===== config.mk =====
export PLATFORM = sky130hd
export DESIGN_NAME = light_pos_buffer
export DESIGN_NICKNAME = d
export VERILOG_FILES = /design/src/rtl/light_pos_buffer.sv
export SDC_FILE = /design/constraint.sdc
export NUM_CORES = 1
export LEC_CHECK = 0
export BUFFER_PORTS_ARGS = -buffer_cell sky130_fd_sc_hd__buf_2
export CAP_MARGIN = 15
export CELL_PAD_IN_SITES_DETAIL_PLACEMENT = 1
export CELL_PAD_IN_SITES_GLOBAL_PLACEMENT = 2
export CORE_MARGIN = 4
export CORE_UTILIZATION = 41
export DETAILED_ROUTE_END_ITERATION = 10
export PLACE_DENSITY = 0.83
export SYNTH_ARGS = -nofsm -noshare
export SYNTH_HDL_FRONTEND = slang
export SYNTH_SLANG_ARGS = --single-unit

===== constraint.sdc =====
create_clock -name clk -period 3.45 [get_ports clk]
set_input_delay 0 -clock clk [delete_from_list [all_inputs] [get_ports clk]]
set_output_delay 0 -clock clk [all_outputs]
set_load 0.005 [all_outputs]

===== src/rtl/light_pos_buffer.sv =====
// Multi-light position front-end for the ray tracer. Updates queue in a small FIFO,
// land in a shadow bank, then commit to the active bank on frame start or immediately.
module light_pos_buffer #(
  parameter int unsigned COORD_W     = 10,
  parameter int unsigned NUM_LIGHTS  = 4,
  parameter int unsigned FIFO_DEPTH  = 4,
  parameter bit          SYNC_COMMIT = 1'b1,
  parameter int unsigned IDX_W       = (NUM_LIGHTS > 1) ? $clog2(NUM_LIGHTS) : 1
) (
  input  logic                              clk,
  input  logic                              rst,
  input  logic [COORD_W-1:0]                wr_x,
  input  logic [COORD_W-1:0]                wr_y,
  input  logic [COORD_W-1:0]                wr_z,
  input  logic [IDX_W-1:0]                  wr_idx,
  input  logic                              wr_vld,
  output logic                              wr_rdy,
  input  logic                              lock,
  input  logic                              frame_start,
  output logic [NUM_LIGHTS*3*COORD_W-1:0]   act_pos,
  output logic [NUM_LIGHTS-1:0]             act_en,
  output logic                              pending,
  output logic [7:0]                        drop_cnt
);

  localparam int unsigned POS_W = 3 * COORD_W;
  localparam int unsigned ENT_W = IDX_W + POS_W;
  localparam int unsigned AW    = $clog2(FIFO_DEPTH);
  localparam int unsigned PTR_W = AW + 1;

  logic [ENT_W-1:0]              mem [FIFO_DEPTH];
  logic [PTR_W-1:0]              wr_ptr, rd_ptr;
  logic [NUM_LIGHTS*POS_W-1:0]   shadow;
  logic [NUM_LIGHTS-1:0]         shadow_en;

  logic             full, empty, push, pop, head_ok;
  logic [ENT_W-1:0] head;
  logic [IDX_W-1:0] head_idx;
  logic [POS_W-1:0] head_pos;

  // Full/empty from the pointer MSB; wr_rdy depends on registered pointers only.
  assign empty    = (wr_ptr == rd_ptr);
  assign full     = (wr_ptr[AW] != rd_ptr[AW]) && (wr_ptr[AW-1:0] == rd_ptr[AW-1:0]);
  assign wr_rdy   = !full;
  assign push     = wr_vld && !full;
  assign pop      = !empty && !lock && !(SYNC_COMMIT && frame_start);
  assign head     = mem[rd_ptr[AW-1:0]];
  assign head_idx = head[ENT_W-1 -: IDX_W];
  assign head_pos = head[POS_W-1:0];
  assign head_ok  = ({1'b0, head_idx} < (IDX_W+1)'(NUM_LIGHTS));

  // Storage array needs no reset; validity is tracked by the pointers.
  always_ff @(posedge clk) begin
    if (push) mem[wr_ptr[AW-1:0]] <= {wr_idx, wr_z, wr_y, wr_x};
  end

  always_ff @(posedge clk or negedge rst) begin
    if (!rst) begin
      wr_ptr    <= '0;
      rd_ptr    <= '0;
      shadow    <= '0;
      shadow_en <= '0;
      act_pos   <= '0;
      act_en    <= '0;
      pending   <= 1'b0;
      drop_cnt  <= '0;
    end else begin
      if (push) wr_ptr <= wr_ptr + PTR_W'(1);
      if (pop)  rd_ptr <= rd_ptr + PTR_W'(1);

      if (pop && head_ok) begin
        shadow[int'(head_idx)*POS_W +: POS_W] <= head_pos;
        shadow_en[head_idx]                   <= 1'b1;
      end
      if (pop && !head_ok && drop_cnt != 8'hFF) drop_cnt <= drop_cnt + 8'd1;

      if (SYNC_COMMIT) begin
        // Drain is blocked on frame_start, so the commit sees the pre-edge shadow.
        if (frame_start) begin
          act_pos <= shadow;
          act_en  <= shadow_en;
          pending <= 1'b0;
        end else if (pop && head_ok) begin
          pending <= 1'b1;
        end
      end else if (pop && head_ok) begin
        act_pos[int'(head_idx)*POS_W +: POS_W] <= head_pos;
        act_en[head_idx]                       <= 1'b1;
      end
    end
  end

endmodule


==> impl_metrics.py, run 1 <==
metrics = {
    "power_and_ir_drop": {
        "seqPwrFrac_pct": 42.9,
        "clkPwrFrac_pct": 25.4,
        "powerDensity_nw_per_um2": 938,
        "intPower_w": 0.0109,
        "p_sw_share_pct": 34.8,
        "ir_drop_mv": 0.514,
        "p_sw_w": 0.00585,
        "p_comb_share_pct": 31.8,
        "leakagePower_nw": 8.06,
    },
    "placed_design": {
        "dp.cells": 1585,
        "hpwlAfterDp_mm": 26.0,
        "place.gp.congestion": 0.795,
        "portBuffers": 162,
    },
    "layout": {
        "area_growth_pct": 20.1,
        "layout_common_cells": "254 x dfrtp_1, 160 x buf_2, 137 x nand2_1",
        "drive_above_1_share_pct": 34.2,
        "n_fill_cell": 3541,
        "final_cells": 1691,
        "nets": 1252,
        "seq_area_um2": 10200,
        "multiInputGateArea_um2": 4430,
        "layout_commonest_cell": "dfrtp_1",
        "diodes": 0,
    },
    "yosys": {
        "avgSynthCellArea_um2": 14.9,
        "synth-seq-cells": 383,
        "synthFlopType": "dfrtp_1",
        "ys_types": 45,
        "synth_cells": 1002,
        "yosys_warnings": 0,
        "synth_edf_count": 128,
        "synth_async_sr_flop_share_pct": 66.6,
        "ys_seq_area_share_pct": 68.6,
        "netlist_area_um2": 14900,
    },
    "detailed_routing": {
        "via_per_inst": 5.29,
        "dr.pass1.iters": 5,
        "totalWireLength_mm": 38.0,
        "ant_nets": 0,
        "drt_iter0_drc": 597,
        "wl_per_cell_um": 22.5,
        "vias": 8951,
        "drc": 0,
    },
    "clock_network": {
        "cts_buffer_depth": 3,
        "clk_pin_slew_ns": 0.06,
        "cts_made_buffers": 41,
        "root_buffer": "clkbuf_16",
        "post-cts-setup-buffers": 0,
        "cts_sinks": 383,
        "clk_latency_ns": 0.53,
        "h-tree-depth": 2,
        "cts_tree": "built",
    },
    "critical_path": {
        "cp_num_buf_inv": 1,
        "slowest_delay_ns": 0.59,
        "cp.arrival_ns": 3.37,
        "critPathRequiredTime_ns": 3.88,
        "path_class": "flip-flop to flip-flop",
        "cp_cell_sequence": "mux4_2, inv_1, ha_1, nand2_1, nor3_1, nand2_2, o21ai_0",
        "cp_slowest_cell": "mux4_2",
        "cp_max_fo": 21,
        "cp-start-kind": "flip-flop",
        "end_kind": "flip-flop",
        "critPathTopFamily": "simple AND/OR/NAND/NOR gates",
    },
    "sta": {
        "clock_skew_ns": 0.0196,
        "rsz0062_at_grt": "false",
        "hold_violations": 0,
        "tightestPinTransition_ns": 1.08,
        "slew_headroom_pct": 28.3,
        "min_period_ns": 2.94,
        "min_period_over_period_pct": 85.2,
        "hold-worst-slack_ns": 0.0481,
        "timing.fmax_ghz": 0.340,
        "setup_viol": 0,
        "setup_tns_ns": 0,
        "slew_violations": 0,
    },
    "global_route": {
        "grt.overflow.total": 0,
        "antenna_found_initial": 0,
        "grt_usage_pct": 19.3,
        "grt_pass1_wl_mm": 58.6,
        "grt_max_degree": 127,
        "grt_pass1_vias": 9539,
    },
    "die": {
        "start_util_pct": 41.7,
        "core_um2": 35700,
        "fp.dieH_um": 199,
        "dieArea_um2": 39400,
        "die_w_um": 199,
        "pin_count": 171,
        "fp-row-count": 69,
    },
    "min_path": {
        "hp-class": "input port to async pin",
    },
    "run": {
        "cap_violations": 0,
    },
    "outcome": {
        "status": "complete, no violations",
    },
}
synth_stat cells (2+ instances only):
| cell type | instances | share of area (%) |
|---|---|---|
| a211oi_1 | 2 | 0.10 |
| a21o_1 | 4 | 0.20 |
| a21oi_1 | 4 | 0.13 |
| a22o_1 | 13 | 0.76 |
| a22oi_1 | 5 | 0.25 |
| a32o_1 | 2 | 0.13 |
| a32oi_1 | 4 | 0.24 |
| and2_1 | 6 | 0.25 |
| and3_1 | 3 | 0.13 |
| buf_1 | 2 | 0.050 |
| buf_2 | 16 | 0.54 |
| buf_4 | 9 | 0.45 |
| buf_6 | 2 | 0.15 |
| clkbuf_1 | 35 | 0.88 |
| dfrtp_1 | 255 | 43 |
| edfxtp_1 | 128 | 26 |
| ha_1 | 13 | 1.1 |
| inv_1 | 4 | 0.10 |
| mux2_2 | 126 | 9.5 |
| mux2i_1 | 6 | 0.40 |
| mux4_2 | 31 | 4.7 |
| nand2_1 | 138 | 3.5 |
| nand2b_1 | 19 | 0.80 |
| nand3_1 | 6 | 0.20 |
| nand4bb_1 | 2 | 0.15 |
| nor2_1 | 5 | 0.13 |
| nor3_1 | 2 | 0.067 |
| o21ai_0 | 80 | 2.7 |
| o21ai_1 | 22 | 0.74 |
| o311ai_1 | 3 | 0.18 |
| o31a_1 | 2 | 0.12 |
| o31ai_1 | 18 | 0.91 |
| or2_2 | 16 | 0.67 |
| or3_1 | 3 | 0.13 |
| xnor2_1 | 4 | 0.24 |
| xor2_2 | 3 | 0.33 |
area by class of cell:
type                            instances  area share [%]
Clock buffer                           55            6.38
Sequential cell                       383            57.1
Tap cell                              461            3.22
Clock inverter                         16           0.881
Timing Repair Buffer                  215            7.52
Inverter                                5           0.105
Multi-Input combinational cell        556            24.8
power by group through the flow:
| stage | sequential (W) | combinational, W | clock (W) |
|---|---|---|---|
| 6_report | 0.00719 | 0.00534 | 0.00426 |
| 5_1_grt | 0.00735 | 0.00587 | 0.00456 |
| 4_1_cts | 0.00721 | 0.00539 | 0.00435 |
| 3_5_place_dp | 0.00728 | 0.00533 | 0 |
| 3_3_place_gp | 0.00719 | 0.00518 | 0 |
| 2_1_floorplan | 0.00695 | 0.00310 | 0 |
worst paths after layout:
path	startpoint	end	slack [ns]	depth (start not counted)
worst min-delay path	rst	act_pos[64]	0.05	2
max in group asynchronous	rst	act_pos[10]	2.46	3
worst max register to register	rd_ptr[0]	shadow[18]	0.51	7
min in group clk	frame_start	shadow[60]	0.21	4
worst min register to register	shadow_en[3]	shadow_en[3]	0.47	1
worst max-delay path	rd_ptr[0]	shadow[18]	0.51	7
metrics by stage:
| step | setup slack, ns | utilization [%] | total power [W] | cell area [um^2] |
|---|---|---|---|---|
| after floorplan | 0.436 | - | 0.0101 | 14900 |
| after global placement | 0.483 | 45.5 | 0.0124 | 16200 |
| after detailed placement | 0.255 | 45.5 | 0.0126 | 16200 |
| after CTS | 0.240 | 50.1 | 0.0170 | 17900 |
| after global routing | 0.200 | 50.1 | 0.0178 | 17900 |
| final | 0.510 | 50.1 | 0.0168 | 17900 |
metal layers:
metal	track usage [%]	wire, um	vias up	share of wire (%)
met5	0	0	-	0
met4	4.33	651	0	1.7
met3	2.95	1780	52	4.7
met2	30.6	18100	210	48
met1	28.4	17500	4692	46
li1	-	-	3997	-
cells by family after synthesis:
group	count (synthesis)	synth area share, %
AND/OR/NAND/NOR	203	6.16
flip-flops	383	68.6
AO/OA/AOI/OAI	161	6.62
other	1	0.0252
adder cells (fa/ha/maj)	13	1.09
multiplexers	163	14.6
buffers and inverters	70	2.23
XOR/XNOR	8	0.621
flip-flops by register name, indices dropped and copies added, names as in the netlist:
signal     flops
shadow       120
rd_ptr         3
mem          128
act_pos      120
act_en         4
wr_ptr         3
shadow_en      4
pending        1
worst reg2reg max path: cells and delay by family, from the launching register on:
kind / cells / cell delay [ns]
fa+ha+maj: 1 / 0.33
flops: 1 / 0.43
simple gates: 3 / 1.03
buf+inv: 1 / 0.16
mux: 1 / 0.59
compound gates: 1 / 0.29
repair_timing:
item / 4_1_cts / 5_1_grt
resized for setup: 0 / 1
setup endpoints to repair: 0 / 17
hold buffers: 35 / 0
endpoints found under the hold margin: 283 / 0
Power figures use the tool's default switching activity.
==> inputs of run 2 (changes only) <==
--- a/config.mk
+++ b/config.mk
@@ -11,8 +11,10 @@
 export CELL_PAD_IN_SITES_GLOBAL_PLACEMENT = 2
 export CORE_MARGIN = 4
 export CORE_UTILIZATION = 41
+export CTS_CLUSTER_SIZE = 10
 export DETAILED_ROUTE_END_ITERATION = 10
-export PLACE_DENSITY = 0.83
+export PLACE_DENSITY = 0.75
+export SETUP_SLACK_MARGIN = 0.1
 export SYNTH_ARGS = -nofsm -noshare
 export SYNTH_HDL_FRONTEND = slang
 export SYNTH_SLANG_ARGS = --single-unit
==> impl_metrics.py, run 2 (same netlist as run 1, synthesis figures left out) <==
metrics = {
    "global_route": {
        "grt.overflow.total": 0,
        "grt_pass1_wl_mm": 58.7,
        "grt_max_degree": 109,
        "grt_pass1_vias": 9386,
        "grt_usage_pct": 19.4,
        "antenna_found_initial": 0,
    },
    "critical_path": {
        "cp.arrival_ns": 3.44,
        "startpoint": "rd_ptr[1]",
        "cp_cell_sequence": "mux2i_1, mux2_2, ha_1, nand2_1, nor3_1, nand2_2, o21ai_0",
        "end_kind": "flip-flop",
        "slowest_delay_ns": 0.53,
        "cp-start-kind": "flip-flop",
        "r2r_start": "rd_ptr[1]",
        "critPathRequiredTime_ns": 3.90,
        "cp_slowest_cell": "dfrtp_1",
        "path_class": "flip-flop to flip-flop",
        "cp_max_fo": 21,
        "cp_num_buf_inv": 0,
        "critPathTopFamily": "simple AND/OR/NAND/NOR gates",
    },
    "die": {
        "start_util_pct": 41.7,
        "core_um2": 35700,
        "dieArea_um2": 39400,
        "fp.dieH_um": 199,
        "fp-row-count": 69,
        "die_w_um": 199,
        "pin_count": 171,
    },
    "layout": {
        "nets": 1261,
        "layout_common_cells": "254 x dfrtp_1, 160 x buf_2, 137 x nand2_1",
        "final_cells": 1697,
        "utilization_pct": 50.1,
        "area_growth_pct": 20.2,
        "largest_reg_flops": 128,
        "fin_area_um2": 17900,
        "diodes": 0,
        "layout_commonest_cell": "dfrtp_1",
        "drive_above_1_share_pct": 34.0,
    },
    "detailed_routing": {
        "ant_nets": 0,
        "wl_per_cell_um": 22.2,
        "dr.pass1.iters": 5,
        "vias": 8800,
        "drc": 0,
        "totalWireLength_mm": 37.7,
        "drt_iter0_drc": 639,
        "via_per_inst": 5.19,
    },
    "run": {
        "cap_violations": 0,
    },
    "power_and_ir_drop": {
        "leakagePower_nw": 8.06,
        "p_sw_w": 0.00580,
        "seqPwrFrac_pct": 42.9,
        "clkPwrFrac_pct": 25.4,
        "ir_drop_mv": 0.530,
        "p_comb_share_pct": 31.7,
        "intPower_w": 0.0109,
        "powerDensity_nw_per_um2": 934,
        "p_sw_share_pct": 34.7,
    },
    "sta": {
        "hold_violations": 0,
        "setup_tns_ns": 0,
        "slew_violations": 0,
        "tightestPinTransition_ns": 1.04,
        "rsz0062_at_grt": "false",
        "slew_headroom_pct": 30.7,
        "min_period_ns": 2.99,
        "timing.fmax_ghz": 0.334,
        "setup_viol": 0,
        "clock_skew_ns": 0.0107,
        "min_period_over_period_pct": 86.7,
    },
    "placed_design": {
        "hpwlAfterDp_mm": 26.0,
        "placedInstanceArea_um2": 16300,
        "portBuffers": 162,
        "dp.cells": 1590,
        "place.gp.congestion": 0.777,
    },
    "min_path": {
        "hp-class": "input port to async pin",
    },
    "clock_network": {
        "cts_tree": "built",
        "cts_buffer_depth": 3,
        "cts_sinks": 383,
        "h-tree-depth": 2,
        "post-cts-setup-buffers": 0,
        "cts_made_buffers": 45,
        "clk_pin_slew_ns": 0.06,
        "root_buffer": "clkbuf_16",
        "clk_latency_ns": 0.55,
    },
    "outcome": {
        "status": "complete, no violations",
    },
}
## run 2: changes by cell type in the layout (fill, tap and decap cells not counted), sizes merged
cell	previous run	this run
buf	180	185
bufinv	3	0
clkbuf	55	70
clkinv	12	0
inv	6	7
## run 2: stage by stage
step	total power, W	setup slack (ns)	hold WS [ns]
CTS	0.0170	0.230	0.152
floorplan	0.0101	0.436	-0.296
global route	0.0178	0.154	0.193
finish	0.0167	0.458	0.0826
global placement	0.0125	0.439	0.133
detailed placement	0.0126	0.241	0.123
## run 2: cell type report
class | instances | area (um^2)
clock buffers | 70 | 1280
clock inverters | 2 | 15.0
fillers | 3586 | 17800
inverters | 5 | 18.8
multi-input cells | 556 | 4430
flip-flops and latches | 383 | 10200
well taps | 461 | 577
repair buffers | 220 | 1360
## run 2: power by group through the flow
| stage | logic, W | clock network, W | registers, W |
|---|---|---|---|
| after floorplan | 0.00310 | 0 | 0.00695 |
| after global placement | 0.00525 | 0 | 0.00721 |
| after detailed placement | 0.00534 | 0 | 0.00728 |
| after CTS | 0.00540 | 0.00436 | 0.00721 |
| after global routing | 0.00589 | 0.00457 | 0.00735 |
| final | 0.00531 | 0.00425 | 0.00717 |
## run 2: path summary, 6_finish.rpt
kind | endpoint | slack, ns | depth (start not counted)
worst min-delay path | shadow[32] | 0.08 | 2
worst max-delay path | shadow[19] | 0.46 | 7
max in group asynchronous | shadow[104] | 2.32 | 3
worst min register to register | shadow_en[2] | 0.46 | 1
worst max register to register | shadow[19] | 0.46 | 7
min in group clk | mem[1][29] | 0.22 | 2
## run 2: repair_timing
| action | CTS | global route |
|---|---|---|
| resized for setup | 0 | 1 |
| endpoints found under the hold margin | 239 | 0 |
| hold buffers | 35 | 0 |
| setup endpoints to repair | 0 | 21 |
## run 2: layer usage
layer | global-route usage, % | share of wire, %
met1 | 28.9 | 47
met2 | 30.5 | 47
met3 | 2.98 | 4.6
met4 | 4.15 | 1.8
met5 | 0 | 0
